<file path="src/rtl/fp_pkg.sv">
// Shared definitions for the IEEE-754 single-precision result packer:
// field widths, mantissa bit positions, special encodings, FSM states.
package fp_pkg;

   localparam int EXP_W   = 8;
   localparam int FRAC_W  = 23;
   localparam int BIAS    = 127;

   // Working widths: exponent carries two guard bits (signed), mantissa
   // carries carry, hidden, fraction and G/R/S.
   localparam int EXPI_W  = EXP_W + 2;
   localparam int MANT_W  = FRAC_W + 5;
   localparam int SIG_W   = FRAC_W + 1;
   localparam int EXP_MAX = 2 * BIAS + 1;

   // Mantissa field positions
   localparam int CARRY_BIT  = MANT_W - 1;
   localparam int HIDDEN_BIT = MANT_W - 2;
   localparam int FRAC_LSB   = 3;
   localparam int G_BIT      = 2;
   localparam int R_BIT      = 1;
   localparam int S_BIT      = 0;

   localparam logic [31:0] POS_INF = 32'h7F80_0000;
   localparam logic [31:0] NEG_INF = 32'hFF80_0000;
   localparam logic [31:0] QNAN    = 32'h7FC0_0000;

   typedef logic signed [EXPI_W-1:0] exp_t;
   typedef logic [MANT_W-1:0]        mant_t;

   typedef enum logic [1:0] {IDLE, NORM, ROUND, DONE} state_t;

   // True when the mantissa still needs a normalisation step: a carry to
   // absorb, or a missing hidden bit that can be recovered without
   // dropping the exponent below 1 (below that the result is subnormal).
   function automatic logic needs_norm(input mant_t m, input exp_t e);
      return m[CARRY_BIT] || (!m[HIDDEN_BIT] && (e > exp_t'(1)));
   endfunction

endpackage

</file>
<file path="src/rtl/fp_result_packer_if.sv">
// Handshake bundle between the adder datapath, the result packer and the
// downstream consumer. The packer takes the slave side.
interface fp_result_packer_if
   import fp_pkg::*;
   ();

   logic              in_valid;
   logic              in_ready;
   logic              in_special;
   logic [31:0]       in_special_val;
   logic              in_sign;
   logic [EXPI_W-1:0] in_exp;
   logic [MANT_W-1:0] in_mant;
   logic [31:0]       out;
   logic              out_valid;
   logic              out_ready;
   logic              overflow;
   logic              underflow;

   modport slave (
      input  in_valid, in_special, in_special_val, in_sign, in_exp, in_mant,
      input  out_ready,
      output in_ready, out, out_valid, overflow, underflow
   );

   modport master (
      output in_valid, in_special, in_special_val, in_sign, in_exp, in_mant,
      output out_ready,
      input  in_ready, out, out_valid, overflow, underflow
   );

endinterface

</file>
<file path="src/rtl/fp_round_rne.sv">
// Round-to-nearest-even on a 24-bit significand with guard/round/sticky.
// Purely combinational; o_carry flags a wrap past the hidden bit.
module fp_round_rne
   import fp_pkg::*;
(
   input  logic [SIG_W-1:0] i_sig,
   input  logic             i_g,
   input  logic             i_r,
   input  logic             i_s,
   output logic [SIG_W-1:0] o_sig,
   output logic             o_carry
);

   logic w_round_up;

   // Exact ties (G=1, R=S=0) only round up when the kept lsb is odd.
   assign w_round_up = i_g & (i_r | i_s | i_sig[0]);
   assign {o_carry, o_sig} = {1'b0, i_sig} + (SIG_W + 1)'(w_round_up);

endmodule

</file>
<file path="src/rtl/fp_result_packer.sv">
// IEEE-754 single-precision result packer: iterative normalisation,
// round-to-nearest-even and packing, valid/ready on both sides.
// Build option: define FP_PACK_FTZ_EN to flush subnormal results to
// signed zero (underflow still flagged); default is gradual underflow.
module fp_result_packer
   import fp_pkg::*;
(
   input  logic                clk,
   input  logic                rst,
   fp_result_packer_if.slave   bus
);

   state_t          r_state;
   logic            r_sign;
   exp_t            r_exp;
   mant_t           r_mant;
   logic [31:0]     r_out;
   logic            r_out_valid;
   logic            r_overflow;
   logic            r_underflow;
   logic            r_in_ready;

   mant_t           w_norm_mant;
   exp_t            w_norm_exp;
   logic            w_norm_more;
   logic [SIG_W-1:0] w_sig_rnd;
   logic            w_carry;
   logic [SIG_W-1:0] w_sig_fin;
   exp_t            w_exp_fin;
   logic [31:0]     w_round_word;
   logic            w_round_ovf;
   logic            w_round_unf;

   // One normalisation step; the loop exits as soon as the stepped value
   // is already normalised, so no cycle is spent just deciding to stop.
   always_comb begin
      // NOTE: defaults first so every path assigns and no latch is inferred.
      w_norm_mant = r_mant;
      w_norm_exp  = r_exp;
      if (r_mant[CARRY_BIT]) begin
         w_norm_mant = {1'b0, r_mant[CARRY_BIT:G_BIT], |r_mant[R_BIT:S_BIT]};
         w_norm_exp  = r_exp + exp_t'(1);
      end else if (!r_mant[HIDDEN_BIT] && (r_exp > exp_t'(1))) begin
         w_norm_mant = r_mant << 1;
         w_norm_exp  = r_exp - exp_t'(1);
      end
      w_norm_more = needs_norm(w_norm_mant, w_norm_exp);
   end

   fp_round_rne u_round (
      .i_sig   (r_mant[HIDDEN_BIT:FRAC_LSB]),
      .i_g     (r_mant[G_BIT]),
      .i_r     (r_mant[R_BIT]),
      .i_s     (r_mant[S_BIT]),
      .o_sig   (w_sig_rnd),
      .o_carry (w_carry)
   );

   // Post-round renormalisation and packing into the final word and flags.
   always_comb begin
      w_sig_fin    = w_carry ? {w_carry, w_sig_rnd[SIG_W-1:1]} : w_sig_rnd;
      w_exp_fin    = r_exp + (w_carry ? exp_t'(1) : exp_t'(0));
      w_round_word = {r_sign, w_exp_fin[EXP_W-1:0], w_sig_fin[FRAC_W-1:0]};
      w_round_ovf  = 1'b0;
      w_round_unf  = 1'b0;
      if (w_exp_fin >= exp_t'(EXP_MAX)) begin
         w_round_word = {r_sign, POS_INF[30:0]};
         w_round_ovf  = 1'b1;
      end else if (!w_sig_fin[FRAC_W]) begin
         // Hidden bit still clear means exp stopped at 1: subnormal.
         w_round_unf  = 1'b1;
`ifdef FP_PACK_FTZ_EN
         w_round_word = {r_sign, 31'b0};
`else
         w_round_word = {r_sign, {EXP_W{1'b0}}, w_sig_fin[FRAC_W-1:0]};
`endif
      end
   end

   // Control FSM with registered outputs: capture, normalise, round, hold.
   always_ff @(posedge clk) begin
      // NOTE: state uses non-blocking assignments so every register samples
      // pre-edge values, independent of statement order.
      if (rst) begin
         r_state     <= IDLE;
         r_sign      <= 1'b0;
         r_exp       <= '0;
         r_mant      <= '0;
         r_out       <= '0;
         r_out_valid <= 1'b0;
         r_overflow  <= 1'b0;
         r_underflow <= 1'b0;
         r_in_ready  <= 1'b1;
      end else begin
         case (r_state)
            IDLE: begin
               if (bus.in_valid && r_in_ready) begin
                  r_in_ready <= 1'b0;
                  r_sign     <= bus.in_sign;
                  r_exp      <= bus.in_exp;
                  r_mant     <= bus.in_mant;
                  r_overflow  <= 1'b0;
                  r_underflow <= 1'b0;
                  if (bus.in_special) begin
                     r_out       <= bus.in_special_val;
                     r_out_valid <= 1'b1;
                     r_state     <= DONE;
                  end else if (bus.in_mant == '0) begin
                     r_out       <= 32'h0000_0000;
                     r_out_valid <= 1'b1;
                     r_state     <= DONE;
                  end else if (needs_norm(bus.in_mant, bus.in_exp)) begin
                     r_state <= NORM;
                  end else begin
                     r_state <= ROUND;
                  end
               end
            end
            NORM: begin
               r_mant <= w_norm_mant;
               r_exp  <= w_norm_exp;
               if (!w_norm_more) r_state <= ROUND;
            end
            ROUND: begin
               r_out       <= w_round_word;
               r_overflow  <= w_round_ovf;
               r_underflow <= w_round_unf;
               r_out_valid <= 1'b1;
               r_state     <= DONE;
            end
            DONE: begin
               if (bus.out_ready) begin
                  r_out_valid <= 1'b0;
                  r_in_ready  <= 1'b1;
                  r_state     <= IDLE;
               end
            end
            default: r_state <= IDLE;
         endcase
      end
   end

   assign bus.in_ready  = r_in_ready;
   assign bus.out       = r_out;
   assign bus.out_valid = r_out_valid;
   assign bus.overflow  = r_overflow;
   assign bus.underflow = r_underflow;

endmodule

</file>
<file path="src/flat_wrapper.sv">
// flat-port wrapper written by rule: the top's interface ports become plain ports
module fp_result_packer_flat import fp_pkg::*;
  (clk, rst, bus_in_valid, bus_in_special, bus_in_special_val, bus_in_sign, bus_in_exp, bus_in_mant, bus_out_ready, bus_in_ready, bus_out, bus_out_valid, bus_overflow, bus_underflow);
  fp_result_packer_if bus_i ();
  input  logic clk;
  input  logic rst;
  input wire logic [$bits(bus_i.in_valid)-1:0] bus_in_valid;
  input wire logic [$bits(bus_i.in_special)-1:0] bus_in_special;
  input wire logic [$bits(bus_i.in_special_val)-1:0] bus_in_special_val;
  input wire logic [$bits(bus_i.in_sign)-1:0] bus_in_sign;
  input wire logic [$bits(bus_i.in_exp)-1:0] bus_in_exp;
  input wire logic [$bits(bus_i.in_mant)-1:0] bus_in_mant;
  input wire logic [$bits(bus_i.out_ready)-1:0] bus_out_ready;
  output wire logic [$bits(bus_i.in_ready)-1:0] bus_in_ready;
  output wire logic [$bits(bus_i.out)-1:0] bus_out;
  output wire logic [$bits(bus_i.out_valid)-1:0] bus_out_valid;
  output wire logic [$bits(bus_i.overflow)-1:0] bus_overflow;
  output wire logic [$bits(bus_i.underflow)-1:0] bus_underflow;
  assign bus_i.in_valid = bus_in_valid;
  assign bus_i.in_special = bus_in_special;
  assign bus_i.in_special_val = bus_in_special_val;
  assign bus_i.in_sign = bus_in_sign;
  assign bus_i.in_exp = bus_in_exp;
  assign bus_i.in_mant = bus_in_mant;
  assign bus_i.out_ready = bus_out_ready;
  assign bus_in_ready = bus_i.in_ready;
  assign bus_out = bus_i.out;
  assign bus_out_valid = bus_i.out_valid;
  assign bus_overflow = bus_i.overflow;
  assign bus_underflow = bus_i.underflow;
  fp_result_packer u_core (.clk(clk), .rst(rst), .bus(bus_i));
endmodule
</file>
<file path="config.mk">
export PLATFORM = sky130hd
export DESIGN_NAME = fp_result_packer_flat
export DESIGN_NICKNAME = d
export VERILOG_FILES = /design/src/rtl/fp_pkg.sv /design/src/rtl/fp_result_packer_if.sv /design/src/rtl/fp_round_rne.sv /design/src/rtl/fp_result_packer.sv /design/src/flat_wrapper.sv
export SDC_FILE = /design/constraint.sdc
export NUM_CORES = 1
export LEC_CHECK = 0
export ABC_AREA = 1
export CORE_ASPECT_RATIO = 0.6
export CORE_MARGIN = 2
export CORE_UTILIZATION = 45
export CTS_BUF_LIST = sky130_fd_sc_hd__clkbuf_16
export DETAILED_ROUTE_END_ITERATION = 8
export GPL_TIMING_DRIVEN = 0
export PLACE_DENSITY = 0.72
export REMOVE_ABC_BUFFERS = 1
export SETUP_SLACK_MARGIN = 0.5
export SYNTH_ARGS = -nofsm -noshare
export SYNTH_HDL_FRONTEND = slang
export SYNTH_SLANG_ARGS = --single-unit
</file>
<file path="constraint.sdc">
create_clock -name clk -period 3.27 [get_ports clk]
set_input_delay 0.654 -clock clk [delete_from_list [all_inputs] [get_ports clk]]
set_output_delay 0.654 -clock clk [all_outputs]
set_load 0.005 [all_outputs]
</file>
==> impl_metrics.csv <==
group,metric,value,unit
clocking,numCtsBuffers,9,
detailed_routing,routed_wirelength,19580,microns
synth,syn_area_per_cell,6.769,sq um
placement,dpl.hpwl,12790,microns
synth,yosys_warnings,0,
detailed_routing,drc,0,
detailed_routing,dr_wl_met3,2108,microns
sta,setup_slack,-0.1338,ns
power_and_ir_drop,peakVddDrop,0.4394,mV
grt,grt_usage,30.50,%
die,dieWidth,144.8,microns
setup_path,crit_start,"u_core.r_mant[3]$_SDFFE_PP0P_",
detailed_routing,postRouteAntennaNets,0,
synth,synth-simple-area-share,29.17,%
placement,gp_congestion,0.9254,
status,violations,"setup timing",
detailed_routing,drt_iter0_markers,848,
placement,port_buffers,111,
die,core,11450,sq um
flow_run,drv_cap,0,
die,initial_core_util,46.77,%
sta,rsz0062_at_grt,"yes",
synth,synth.distinct_cells,45,
synth,synth_area,5354,sq um
detailed_routing,post_drt_via_cell_ratio,5.937,
hold_path,min_from,"u_core.bus.overflow$_SDFFE_PP0P_",
sta,drv_slew,0,
cells_and_area,layout_common_cells,"nand2_1 (110), clkdlybuf4s50_1 (110), inv_1 (90), a21oi_1 (73), dfxtp_1 (72)",
die,fp.dieH,88.49,microns
setup_path,crit_path_end_kind,"register",
setup_path,cp.arrival,3.67,ns
status,run_status,"complete, but fails checks",
sta,worst_slew_pin_slew,1.211,ns
sta,finalCriticalPeriod,3.404,ns
sta,slew_headroom,19.18,%
sta,final-hold-violation-count,0,
setup_path,reg2reg_slack,-0.13,ns
sta,max_freq,0.2938,GHz
setup_path,cp-start-kind,"register",
synth,synthCells,791,
grt,grt_max_degree,46,
power_and_ir_drop,p_leak,2.877,nW
setup_path,crit_fanout,8,
grt,grt-ovfl-total,0,
setup_path,critPathKind,"register to register",
synth,synth_xor_area_share,3.926,%
clocking,cts.sinks,77,
die,row_count,30,
grt,grt_antenna_before_repair,0,
clocking,htree_levels,3,
clocking,tritoncts,"yes",
detailed_routing,num_vias,6299,
die,ios,112,
sta,finalClockSkew,0.006549,ns
synth,synthAdderAreaFrac,2.571,%
synth,synth-seq-cells,77,
clocking,root_buffer,"clkbuf_16",
placement,preCtsSetupSlack,-1.150,ns
detailed_routing,first_pass_iters,7,
setup_path,crit_required,3.54,ns
detailed_routing,wl_per_cell,18.45,microns
cells_and_area,antenna_cells,0,
synth,yosysSeqAreaShare,28.79,%
power_and_ir_drop,powerDensity,988.8,nW/um^2
hold_path,hp-class,"register to register",
cells_and_area,fin_nets,983,
cells_and_area,areaGrowthSynthToFinish,40.59,%
clocking,clk_pin_slew,0.06,ns
clocking,clk_path_buf_depth,2,
synth,synth_top_family_by_area,"simple AND/OR/NAND/NOR gates",
setup_path,r2r-start,"u_core.r_mant[3]$_SDFFE_PP0P_",
clocking,clock_latency,0.34,ns
detailed_routing,top_layer,"met4",
sta,hold_ws,0.5203,ns
detailed_routing,wl_met1,8999,microns
grt,grt_pass1_vias,5825,
grt,grt_pass1_wl,30400,microns
die,dieArea,12810,sq um
cells_and_area,fillers,944,
sta,setup_viol,33,
cells_and_area,drive_above_1_share,17.43,%
detailed_routing,wl_met2,8186,microns
synth,synth-compound-area-share,24.54,%
synth,synth_mux_area_share,0,%
sta,finalCritPeriodShare,104.1,%
[per-layer routing]
layer | up-vias | GRT usage (%)
met5 | - | 0
met4 | 0 | 7.414
met3 | 36 | 6.169
met2 | 407 | 45.45
met1 | 2928 | 45.20
li1 | 2928 | -
[flip-flops by register name, summed over array words and instances (netlist names)]
signal,flops
u_core.bus.in_ready,1
u_core.bus.out,32
u_core.r_state,2
u_core.r_sign,1
u_core.bus.underflow,1
u_core.bus.out_valid,1
u_core.r_exp,10
u_core.r_mant,28
u_core.bus.overflow,1
[what timing repair did]
action	CTS	global route
buffers inserted	14	7
hold buffers	0	0
pin swaps	17	19
endpoints found under the setup margin	61	65
resized for setup	75	32
cloned	6	1
endpoints found under the hold margin	0	0
[area by class of cell]
class,instances,area (sq um),share of cell area [%]
clock buffers,9,225.2,2.992
multi-input cells,576,3719,49.40
repair inverters,1,11.26,0.1496
inverters,98,390.4,5.186
flip-flops and latches,77,1550,20.60
well taps,160,200.2,2.660
repair buffers,133,1316,17.49
clock inverters,7,115.1,1.529
[metrics by stage]
| stage | TNS [ns] | instances | area [sq um] | power [W] | util (%) |
|---|---|---|---|---|---|
| floorplan | 0 | 745 | 5132 | 0.004041 | - |
| global placement | -55.37 | 1016 | 6444 | 0.005298 | 56.28 |
| detailed placement | -40.63 | 1017 | 6459 | 0.005392 | 56.42 |
| CTS | -3.766 | 1053 | 7306 | 0.007042 | 63.81 |
| global route | -8.007 | 1061 | 7527 | 0.007932 | 65.75 |
| finish | -1.942 | 1061 | 7527 | 0.007443 | 65.75 |
[cell families (layout without fill, tap and decap cells)]
family                   count (synthesis)  count (layout)
buffers and inverters                  144             248
AND/OR/NAND/NOR                        318             321
flip-flops                              77              77
XOR/XNOR                                24              24
AO/OA/AOI/OAI                          217             220
adder cells (fa/ha/maj)                 11              11
[critical path, stage by stage (launching register included)]
cell     delay, ns
dfxtp_2       0.35
nand2_4       0.07
inv_4         0.05
ha_4          0.14
nand3_4       0.08
nor3_4        0.17
nand2_2       0.11
nor4_4        0.23
nand3_2       0.16
nor3_4        0.24
ha_4          0.20
ha_4          0.16
nand3_4       0.10
nor2_4        0.17
xor2_2        0.18
nand4_1       0.17
nand2_4       0.16
nand2_8       0.12
buf_4         0.18
o21ai_4       0.05
nand2_2       0.09
a21oi_2       0.14
[power breakdown]
part | switching, W | internal [W]
clock | 0.000412 | 0.000743
combinational | 0.00281 | 0.00163
sequential | 0.000464 | 0.00139
total | 0.00368 | 0.00376
[cells in the mapped netlist, drive strengths merged]
master,instances,share of area (%)
o22ai,21,2.5
xor2,24,3.9
and2,1,0.12
a31oi,1,0.12
a211oi,19,4.1
a22oi,1,0.14
nor3,54,5.4
o21ai,67,6.5
a311oi,1,0.16
nand3b,3,0.42
nand4,15,1.8
nor4,9,1.2
nand2,123,9.3
nor2,63,5.7
buf,17,2.1
o221ai,1,0.16
inv,95,6.7
dfxtp,77,29
clkinv,3,0.21
clkbuf,29,2.1
o211ai,12,1.7
nand3,50,5.4
a2111oi,5,0.82
ha,11,2.6
a21oi,88,8.3
o2111ai,1,0.16
[worst paths after layout]
check                                           to  cells after the start
setup / recovery   u_core.bus.out[30]$_SDFFE_PP0P_                     21
hold / removal    u_core.bus.overflow$_SDFFE_PP0P_                      2
setup reg to reg   u_core.bus.out[30]$_SDFFE_PP0P_                     21
hold reg to reg   u_core.bus.overflow$_SDFFE_PP0P_                      2
(Power assumes the default switching activity.)
